### src/rtl/cache_controller.sv
// cache_controller: blocking write-back cache FSM with memory timeout and saturating hit/miss statistics.
module cache_controller #(
   parameter int ADDR_WIDTH     = 32,
   parameter int TIMEOUT_CYCLES = 255,
   parameter int CNT_WIDTH      = 16
) (
   input  logic                  clk,
   input  logic                  rst,
   input  logic                  cpu_req_valid,
   input  logic                  cpu_req_type,
   input  logic [ADDR_WIDTH-1:0] cpu_addr,
   output logic                  cpu_ready,
   output logic                  cpu_done,
   output logic                  mem_err,
   output logic                  req_type,
   output logic [ADDR_WIDTH-1:0] addr_q,
   input  logic                  hit,
   input  logic                  dirty_bit,
   input  logic                  done_cache,
   output logic                  read_en_cache,
   output logic                  write_en_cache,
   output logic                  refill,
   output logic                  read_en_mem,
   output logic                  write_en_mem,
   input  logic                  mem_ack,
   output logic [CNT_WIDTH-1:0]  hit_count,
   output logic [CNT_WIDTH-1:0]  miss_count
);
   localparam int WW = $clog2(TIMEOUT_CYCLES + 1);
   typedef enum logic [2:0] {IDLE, COMPARE, RESPOND, EVICT, WRITEBACK, ALLOCATE, REFILL} state_t;
   state_t                  state_q, state_d;
   logic [WW-1:0]           wait_q, wait_d;
   logic [ADDR_WIDTH-1:0]   addr_d;
   logic [CNT_WIDTH-1:0]    hit_q, hit_d, miss_q, miss_d;
   logic                    type_q, type_d, retry_q, retry_d, done_q, done_d, err_q, err_d;
   logic                    expired;
   // The expiring cycle is the last wait cycle; an ack in that same cycle still wins.
   assign expired    = (wait_q == WW'(TIMEOUT_CYCLES - 1)) & ~mem_ack;
   assign cpu_ready  = (state_q == IDLE) & ~rst;
   assign cpu_done   = done_q;
   assign mem_err    = err_q;
   assign req_type   = type_q;
   assign hit_count  = hit_q;
   assign miss_count = miss_q;
   // State, latched request, wait counter and statistics registers.
   always_ff @(posedge clk or posedge rst) begin
      if (rst) begin
         state_q <= IDLE;
         wait_q  <= '0;
         addr_q  <= '0;
         type_q  <= 1'b0;
         retry_q <= 1'b0;
         done_q  <= 1'b0;
         err_q   <= 1'b0;
         hit_q   <= '0;
         miss_q  <= '0;
      end else begin
         state_q <= state_d;
         wait_q  <= wait_d;
         addr_q  <= addr_d;
         type_q  <= type_d;
         retry_q <= retry_d;
         done_q  <= done_d;
         err_q   <= err_d;
         hit_q   <= hit_d;
         miss_q  <= miss_d;
      end
   end
   // Next-state and enable decode; a retry after refill is never counted again.
   always_comb begin
      state_d        = state_q;
      addr_d         = addr_q;
      type_d         = type_q;
      retry_d        = retry_q;
      done_d         = 1'b0;
      err_d          = 1'b0;
      hit_d          = hit_q;
      miss_d         = miss_q;
      read_en_cache  = 1'b0;
      write_en_cache = 1'b0;
      refill         = 1'b0;
      read_en_mem    = 1'b0;
      write_en_mem   = 1'b0;
      case (state_q)
         IDLE: if (cpu_req_valid) begin
            addr_d  = cpu_addr;
            type_d  = cpu_req_type;
            state_d = COMPARE;
         end
         COMPARE: begin
            retry_d = 1'b0;
            if (hit) begin
               read_en_cache  = ~type_q;
               write_en_cache = type_q;
               hit_d          = (retry_q || &hit_q) ? hit_q : hit_q + 1'b1;
               state_d        = RESPOND;
            end else begin
               read_en_cache = dirty_bit;
               miss_d        = (retry_q || &miss_q) ? miss_q : miss_q + 1'b1;
               state_d       = dirty_bit ? EVICT : ALLOCATE;
            end
         end
         RESPOND: if (done_cache) begin
            done_d  = 1'b1;
            state_d = IDLE;
         end
         EVICT: state_d = WRITEBACK;
         WRITEBACK: begin
            write_en_mem = 1'b1;
            err_d        = expired;
            state_d      = mem_ack ? ALLOCATE : expired ? IDLE : WRITEBACK;
         end
         ALLOCATE: begin
            read_en_mem = 1'b1;
            err_d       = expired;
            state_d     = mem_ack ? REFILL : expired ? IDLE : ALLOCATE;
         end
         REFILL: begin
            refill         = 1'b1;
            read_en_mem    = 1'b1;
            write_en_cache = 1'b1;
            retry_d        = 1'b1;
            state_d        = COMPARE;
         end
         default: state_d = IDLE;
      endcase
   end
   // The wait counter runs only while a memory wait state persists; any transition clears it.
   always_comb begin
      wait_d = ((state_d == state_q) && (state_q == WRITEBACK || state_q == ALLOCATE)) ? wait_q + 1'b1 : '0;
   end
endmodule

### config.mk
export PLATFORM = sky130hd
export DESIGN_NAME = cache_controller
export DESIGN_NICKNAME = d
export VERILOG_FILES = /design/src/rtl/cache_controller.sv
export SDC_FILE = /design/constraint.sdc
export NUM_CORES = 1
export LEC_CHECK = 0
export BUFFER_PORTS_ARGS = -buffer_cell sky130_fd_sc_hd__buf_2
export CORE_MARGIN = 5
export CORE_UTILIZATION = 51
export CTS_CLUSTER_SIZE = 30
export DETAILED_ROUTE_END_ITERATION = 10
export PLACE_DENSITY = 0.8
export SYNTH_ARGS = -nofsm -noshare
export SYNTH_HDL_FRONTEND = slang
export SYNTH_SLANG_ARGS = --single-unit
### constraint.sdc
create_clock -name clk -period 3.2 [get_ports clk]
set_input_delay 0.64 -clock clk [delete_from_list [all_inputs] [get_ports clk]]
set_output_delay 0.64 -clock clk [all_outputs]
set_load 0.005 [all_outputs]
After elaboration in Yosys (flattened, before gate mapping)
Index checks and enable logic that the tools add are counted.
- $add $sub $neg: 3
- $mul: 0
- reductions and logical operators: 13
- multiplexer cells: 21
- bitwise logic cells: 8
- div/mod/pow operators: 0
- equal/unequal tests: 8
- shifts and indexed selects: 0
- order comparisons: 0
- operators by type and width (cell ; number):
    16-bit by 1-bit adder with 16-bit output (second input constant) ; 2
    16-bit AND reduction ; 2
    3-bit 2-to-1 mux ; 8
    3-bit one-hot mux with 7 select lines ; 1
    3-bit == test (second input constant) ; 3
    1-bit 2-to-1 mux ; 9
    8-bit by 1-bit adder with 8-bit output (second input constant) ; 1
    8-bit == test (second input constant) ; 1
    8-bit 2-to-1 mux ; 1
    3-bit by 2-bit == test with 1-bit output (second input constant) ; 2
    1-bit NOT ; 6
    3-bit AND reduction ; 2
    1-bit one-hot mux with 2 select lines ; 2
    2-bit OR reduction ; 2
    3-bit by 1-bit == test with 1-bit output (second input constant) ; 1
    3-bit == test ; 1
    3-bit logical NOT ; 1
    1-bit logical OR ; 3
    1-bit bitwise AND ; 2
    2-bit AND reduction ; 1
    2-bit nonzero test ; 1
    1-bit logical AND ; 1
- output and inout port bits: 73
- ROM bits: 0
- memories kept: 0
- bits in registers: 79
- bits in latches: 0
- memory bits (writable): 0
- input port bits: 40
- word-level logic and storage cells: 62

Longest topological paths before layout
Gate-level depths: netlist of run 1.
- depth after elaboration: 8
- gate-level depth with buffers: 6
- gate-level depth less buffers: 5

Least setup slack after synthesis of run 1
No wires, ideal clock.
- path type: input port to flip-flop
- start: in hit
- end: reg hit_q[15], in the netlist hit_count[15]
- path slack: 1.374 ns
- data required time: 3.121 ns
- library setup time: 0.079 ns
- data arrival time: 1.747 ns
- buffers on the path: 0
- cell stages on the path: 4
- cells stage by stage: nand4bb_1 or4_4 nor4b_4 xor2_1
- cells in the longest elaborated chain, start to end: 1
- RTL lines (element ; line ; source):
    start, declared ; 17 ; input logic hit,
    3-bit AND reduction (no line) ; n/a ;
    end signal, assigned ; 65 ; hit_q <= hit_d;
    end, declared ; 34 ; logic [CNT_WIDTH-1:0] hit_q, hit_d, miss_q, miss_d;
No other way between the ends.
A chain may end at the register's enable or synchronous reset.

Worst setup path after layout of run 1
- start: reg state_q[2]
- end: out write_en_cache
- cells in the longest elaborated chain, start to end: 2
- elaborated cells on any way between the ends: 3
- classes of those cells: eq/ne: 2; mux: 1
- RTL lines (element ; line ; source):
    start, declared ; 31 ; state_t state_q, state_d;
    start signal, assigned ; 58 ; state_q <= state_d;
    3-bit == test or 3-bit by 1-bit == test with 1-bit output (tied branches) ; 84 ; case (state_q)
    1-bit one-hot mux with 2 select lines * ; 84 ;
    end, declared ; 21 ; output logic write_en_cache,
Every way passes the cells marked *; elsewhere a longest branch is shown, timed or not.

==> results of run 1 <==
cells in the final DEF, fill, tap and decap left out, drive strengths merged, types with 2 or more instances in the layout:
cell type  count
and3           3
and4           4
buf          117
clkbuf        12
clkinv         3
dfrtp         79
ha             4
inv            8
mux2          38
mux2i          2
nand2         18
nand3         10
nand4         11
nor2          20
nor2b          4
nor3          16
nor3b          4
nor4           6
nor4b          4
o21ai          8
or2            3
xnor2          4
xor2          28
cell families (layout without fill, tap and decap cells):
logic type | Yosys count | count (layout) | share of synthesized area
AOI/OAI and AO/OA | 15 | 15 | 0.0261
buffers and inverters | 17 | 141 | 0.0218
muxes | 40 | 40 | 0.126
adders and majority gates | 4 | 4 | 0.0141
DFF | 79 | 79 | 0.556
and+or+nand+nor | 110 | 110 | 0.177
xor gates and xnor gates | 32 | 32 | 0.0788
final cells by class:
type | count | area [um2] | share of cell area
Clock buffer | 12 | 165 | 0.0374
Clock inverter | 3 | 17.5 | 0.00396
Inverter | 9 | 35.0 | 0.00792
Multi-Input combinational cell | 201 | 1510 | 0.341
Sequential cell | 79 | 1980 | 0.447
Tap cell | 96 | 120 | 0.0272
Timing Repair Buffer | 117 | 598 | 0.135
synthesized netlist by cell type, types with 2 or more instances:
master	instances
sky130_fd_sc_hd__clkbuf_1	2
sky130_fd_sc_hd__nor4b_2	2
sky130_fd_sc_hd__ha_1	4
sky130_fd_sc_hd__nor3_1	16
sky130_fd_sc_hd__xor2_1	28
sky130_fd_sc_hd__nand3_1	10
sky130_fd_sc_hd__and4_1	4
sky130_fd_sc_hd__dfrtp_1	79
sky130_fd_sc_hd__inv_1	9
sky130_fd_sc_hd__nor2_1	20
sky130_fd_sc_hd__nor2b_1	4
sky130_fd_sc_hd__or2_2	3
sky130_fd_sc_hd__nor3b_1	4
sky130_fd_sc_hd__o21ai_0	8
sky130_fd_sc_hd__buf_2	5
sky130_fd_sc_hd__and3_1	3
sky130_fd_sc_hd__xnor2_1	4
sky130_fd_sc_hd__nand2_1	18
sky130_fd_sc_hd__mux2_2	38
sky130_fd_sc_hd__nor4_1	6
sky130_fd_sc_hd__mux2i_1	2
sky130_fd_sc_hd__nand4_1	11
sequential cells by signal, summed over array words and instances, names as in the netlist:
name,flops
addr_q,32
hit_count,16
miss_count,16
wait_q,8
state_q,3
cpu_done,1
mem_err,1
req_type,1
retry_q,1
stage by stage:
step	power (uW)	hold slack [ns]	instances	area, um2	setup WS, ns
floorplan	2080	0.484	297	3550	0.537
global placement	2470	0.484	502	4240	1.19
detailed placement	2520	0.484	502	4240	1.17
CTS	3200	0.497	517	4420	0.894
global route	3380	0.505	517	4420	0.774
finish	3150	0.498	517	4420	0.920
routing by layer:
layer | track usage | vias up | wire [um]
met2 | 0.288 | 99 | 3370
met3 | 0.0491 | 12 | 671
li1 | - | 1289 | -
met1 | 0.236 | 1275 | 3310
met5 | 0 | - | 0
met4 | 0.0757 | 0 | 104
power breakdown:
part / switching, uW / internal, uW / total [uW] / leakage, uW
Clock: 340 / 339 / 678 / 0.0000942
Sequential: 225 / 1290 / 1510 / 0.000999
Combinational: 417 / 545 / 961 / 0.00113
worst max-delay path: stages, from the launching register on:
cell and delay (ns):
sky130_fd_sc_hd__dfrtp_1 0.64, sky130_fd_sc_hd__nor2b_1 0.25, sky130_fd_sc_hd__and2_1 0.17, sky130_fd_sc_hd__o21bai_1 0.11, sky130_fd_sc_hd__buf_2 0.13
worst max path at each step:
stage	start	endpoint	slack, ns
6_report	state_q[2]	write_en_cache	0.92
5_1_grt	state_q[2]	write_en_cache	0.77
4_1_cts	state_q[2]	write_en_cache	0.89
3_5_place_dp	hit	hit_count[15]	1.17
3_3_place_gp	hit	hit_count[15]	1.19
2_1_floorplan	rst	addr_q[0]	0.54
==> metrics, run 1 <==
outcome complete, no violations; final wirelength between 7000 and 8000 um; number of global-route vias before repair 2723; Initial DRC Count 85; number of placement rows 30; post-synthesis cell area between 3000 and 4000 um2; Placeable Area 6790 um2; GRT overflow 0; final-report max-slew violation count 0; startpoint class of the critical path register; signed area change from the synthesized netlist to the final layout 24.4%; die extent in x 93.5 um; antenna violations before repair 0; asr flop ratio synth 1.00; VDD IR-drop max 0.000523 V; Post CTS Setup Buffer Count 0; total negative slack for setup checks 0 ns; crit path time final ~2.3 ns; fraction of synthesized cell area taken by the top area cell type 0.556; sequential-to-total area share from yosys stat 0.556; clock sinks 79; Post-Synthesis Net Count around 340; Arr. time, crit path approximately 1.6 ns; Pre-Repair DR Iteration Count 5; die outline area just under 9000 um2; Util after Layout 0.651; Die Ht 93.5 um; post-synthesis cell count 297; maximum net fanout on the critical path 16; overall routing resource usage 0.182; WHS Path Cells 1; fillcell total around 550; type of destination of the critical path primary output; reg-to-reg critical path startpoint state_q[2]; maximum number of pins on one net before global-route repair between 60 and 70; Antenna Nets Post-Route 0; detailed placement HPWL 5610 um; maximum root-to-sink buffer count 2; CTS Root Buffer Type sky130_fd_sc_hd__clkbuf_8; diode insertion count for antenna repair 0; NumNets Final about 460; Synth area leaders sky130_fd_sc_hd__dfrtp_1 56%, sky130_fd_sc_hd__mux2_2 12%, sky130_fd_sc_hd__xor2_1 6.9%; clock edge transition at the registers on the reported setup and hold paths ~0.080 ns; EDFF count, synth 0; total number of vias 2675; FMAX about 0.44 GHz; cts bufs inserted 9; number of distinct standard cells referenced by the synthesized netlist 39; Worst Reg-to-Reg Cells 4; Final setup viols 0; capturing point of the worst reg2reg path hit_count[15]; total of buffers placed on input and output ports 112; YS warnings 0; power per standard cell area just over 700 nW/um2; average footprint of a synthesized cell 12.0 um2; RSZ-0062 raised after global routing false; worst endpoint required time 2.56 ns; hold path startpoint hit_count[15]; CP Class register to primary output; CTS tree done; final hold violation count 0; Hold Path Class register to register; measured slew at the worst slew-check pin around 1.0 ns; initial cell density of the core 0.523; capture endpoint of the worst hold path hit_count[15]; global-route wire length before repair approximately 13000 um; post-route clock period utilization 0.712; IO Count 113; cell taking the most area after synthesis sky130_fd_sc_hd__dfrtp_1; leakage power ~0.0022 uW; number of levels the H-tree was split into 3; Synth Register Bits slightly below 80; Slew HR 0.305; wire length per cell after detailed routing around 14 um; number of DRC violations after detailed routing 0; skew final roughly 0.006 ns; worst-skew pair later-pin latency roughly 0.34 ns; slack of the worst reg-to-reg path around 1.2 ns; via-per-instance ratio just over 5; global placement routability congestion 0.815; total of max-cap violations 0; cts repair resizes 0; fraction of final layout cells with drive strength greater than 1 0.423; hold buffers post-CTS 0; Primary FF master, synth sky130_fd_sc_hd__dfrtp_1
(Power assumes the default switching activity.)
==> inputs of run 2 (changes only) <==
- ABC_AREA: unset -> 1
- CORE_UTILIZATION: 51 -> 52
- clock period: 3.2 -> 2.32 ns (I/O delays scaled with it)
==> metrics, run 2 <==
Synth area leaders sky130_fd_sc_hd__dfrtp_1 51%, sky130_fd_sc_hd__nand2_1 13%, sky130_fd_sc_hd__mux2_1 8.7%; worst setup path startpoint state_q[1]; total negative slack for setup checks 0 ns; Placeable Area roughly 7300 um2; antenna violations before repair 0; most instantiated library cell after synthesis sky130_fd_sc_hd__nand2_1; detailed placement HPWL about 6500 um; sequential-to-total area share from yosys stat 0.508; Hold Path Class input port to asynchronous set/reset pin; die extent in x 96.5 um; skew final between 0.01 and 0.015 ns; post-synthesis cell area approximately 3900 um2; CTS tree done; Pre-Repair DR Iteration Count 4; measured slew at the worst slew-check pin around 0.52 ns; CP Capture Point read_en_cache; VDD IR-drop max around 0.0006 V; total chip power between 4000 and 5000 uW; initial cell density of the core 0.536; register with the most flip-flops addr_q; worst endpoint required time roughly 1.9 ns; global placement routability congestion approximately 0.91; CTS Root Buffer Type sky130_fd_sc_hd__clkbuf_8; average footprint of a synthesized cell 9.20 um2; maximum number of pins on one net before global-route repair 37; maximum net fanout on the critical path 6; number of DRC violations after detailed routing 0; power per standard cell area 986 nW/um2; most frequent standard cell in the layout excluding fill and tap cells sky130_fd_sc_hd__nand2_1; NumNets Final about 590; maximum root-to-sink buffer count 2; total of max-cap violations 0; wire length per cell after detailed routing 13.2 um; number of flip-flops under the largest register name 32; capturing point of the worst reg2reg path miss_count[14]; clock sinks between 70 and 80; GRT overflow 0; number of global-route vias before repair 3087; Initial DRC Count 63; number of distinct standard cells referenced by the synthesized netlist 31; global-route wire length before repair roughly 14000 um; leakage power around 0.0024 uW; Post CTS Setup Buffer Count 0; total number of vias ~3200; Die Ht around 97 um; hold buffers post-CTS 0; Primary FF master, synth sky130_fd_sc_hd__dfrtp_1; IO Count between 100 and 150; post-route clock period utilization 0.866; startpoint class of the critical path register; overall routing resource usage 0.193; reg-to-reg critical path startpoint miss_count[0]; Post-Synthesis Net Count around 470; YS warnings 0; final wirelength 8550 um; post-synthesis cell count between 400 and 500; number of levels the H-tree was split into 3; cts repair resizes 0; die outline area around 9300 um2; diode insertion count for antenna repair 0; total of buffers placed on input and output ports roughly 110; final hold violation count 0; Arr. time, crit path 1.55 ns; Final setup viols 0; Slew HR 0.651; Antenna Nets Post-Route 0; cell taking the most area after synthesis sky130_fd_sc_hd__dfrtp_1; outcome complete, no violations; final-report max-slew violation count 0; Worst Reg-to-Reg Cells 8; via-per-instance ratio about 5; number of placement rows 31; slack of the worst reg-to-reg path approximately 0.43 ns; most frequent cells in the layout 134 x sky130_fd_sc_hd__nand2_1, 112 x sky130_fd_sc_hd__buf_2, 79 x sky130_fd_sc_hd__dfrtp_1; worst-skew pair later-pin latency approximately 0.35 ns; Synth Register Bits between 70 and 80; fraction of final layout cells with drive strength greater than 1 0.285; RSZ-0062 raised after global routing false; top cells by count, synth 134 x sky130_fd_sc_hd__nand2_1, 79 x sky130_fd_sc_hd__dfrtp_1, 42 x sky130_fd_sc_hd__nor2_1, 30 x sky130_fd_sc_hd__mux2_1, 25 x sky130_fd_sc_hd__nand3_1; EDFF count, synth 0; clock edge transition at the registers on the reported setup and hold paths approximately 0.080 ns; signed area change from the synthesized netlist to the final layout 24.1%; cts bufs inserted 9; FMAX approximately 0.5 GHz; CP Class register to primary output; asr flop ratio synth 1.00; crit path time final 2.01 ns; type of destination of the critical path primary output; fraction of synthesized cell area taken by the top area cell type 0.508
==> run 2: kinds of logic after synthesis <==
| family | count (synthesis) | share of synthesized area |
|---|---|---|
| simple gates | 225 | 0.248 |
| xor+xnor | 28 | 0.0630 |
| compound gates | 15 | 0.0270 |
| mux | 33 | 0.0955 |
| flops | 79 | 0.508 |
| buf+inv | 39 | 0.0453 |
| fa+ha+maj | 4 | 0.0129 |
==> run 2: worst min-delay path by stage <==
stage	from	end	slack, ns	cells after the start
floorplan	wait_q[0]	wait_q[0]	0.45	1
global placement	addr_q[2]	addr_q[2]	0.47	1
detailed placement	addr_q[27]	addr_q[27]	0.48	1
CTS	rst	addr_q[22]	0.18	2
global route	rst	addr_q[4]	0.19	2
finish	rst	addr_q[22]	0.17	2
==> run 2: report_power, final <==
part           total, uW  internal [uW]  switching [uW]
clock network       1270            752             520
registers           2070           1780             295
logic               1420            704             717
total               4760           3230            1530
==> run 2: layout make-up <==
class / count / area [um2]
Timing Repair Buffer: 116 / 616
Clock inverter: 6 / 115
Clock buffer: 10 / 138
Sequential cell: 79 / 1980
Fill cell: 614 / 2420
Tap cell: 99 / 124
Multi-Input combinational cell: 305 / 1740
Inverter: 31 / 123
==> run 2: worst max-delay path: stages, from the launching register on <==
cell	delay (ns)
sky130_fd_sc_hd__dfrtp_1	0.46
sky130_fd_sc_hd__nor2_2	0.22
sky130_fd_sc_hd__nand2_2	0.13
sky130_fd_sc_hd__inv_2	0.08
sky130_fd_sc_hd__nand2_1	0.07
sky130_fd_sc_hd__a21oi_1	0.12
sky130_fd_sc_hd__buf_2	0.13
==> run 2: through the flow <==
| step | area (um2) | setup slack [ns] | instances | utilization | hold slack [ns] |
|---|---|---|---|---|---|
| floorplan | 3890 | 0.699 | 423 | - | 0.454 |
| global placement | 4580 | 0.528 | 630 | 0.631 | 0.468 |
| detailed placement | 4580 | 0.432 | 630 | 0.631 | 0.476 |
| CTS | 4830 | 0.319 | 646 | 0.666 | 0.176 |
| global route | 4830 | 0.175 | 646 | 0.666 | 0.188 |
| finish | 4830 | 0.311 | 646 | 0.666 | 0.171 |
==> run 2: metal layers <==
layer,vias to the layer above,wire length [um],GRT usage,share of wire
met1,1540,3710,0.252,0.43
met2,102,4100,0.316,0.48
met5,-,0,0,0
li1,1586,-,-,-
met3,15,605,0.0511,0.071
met4,0,133,0.0619,0.016
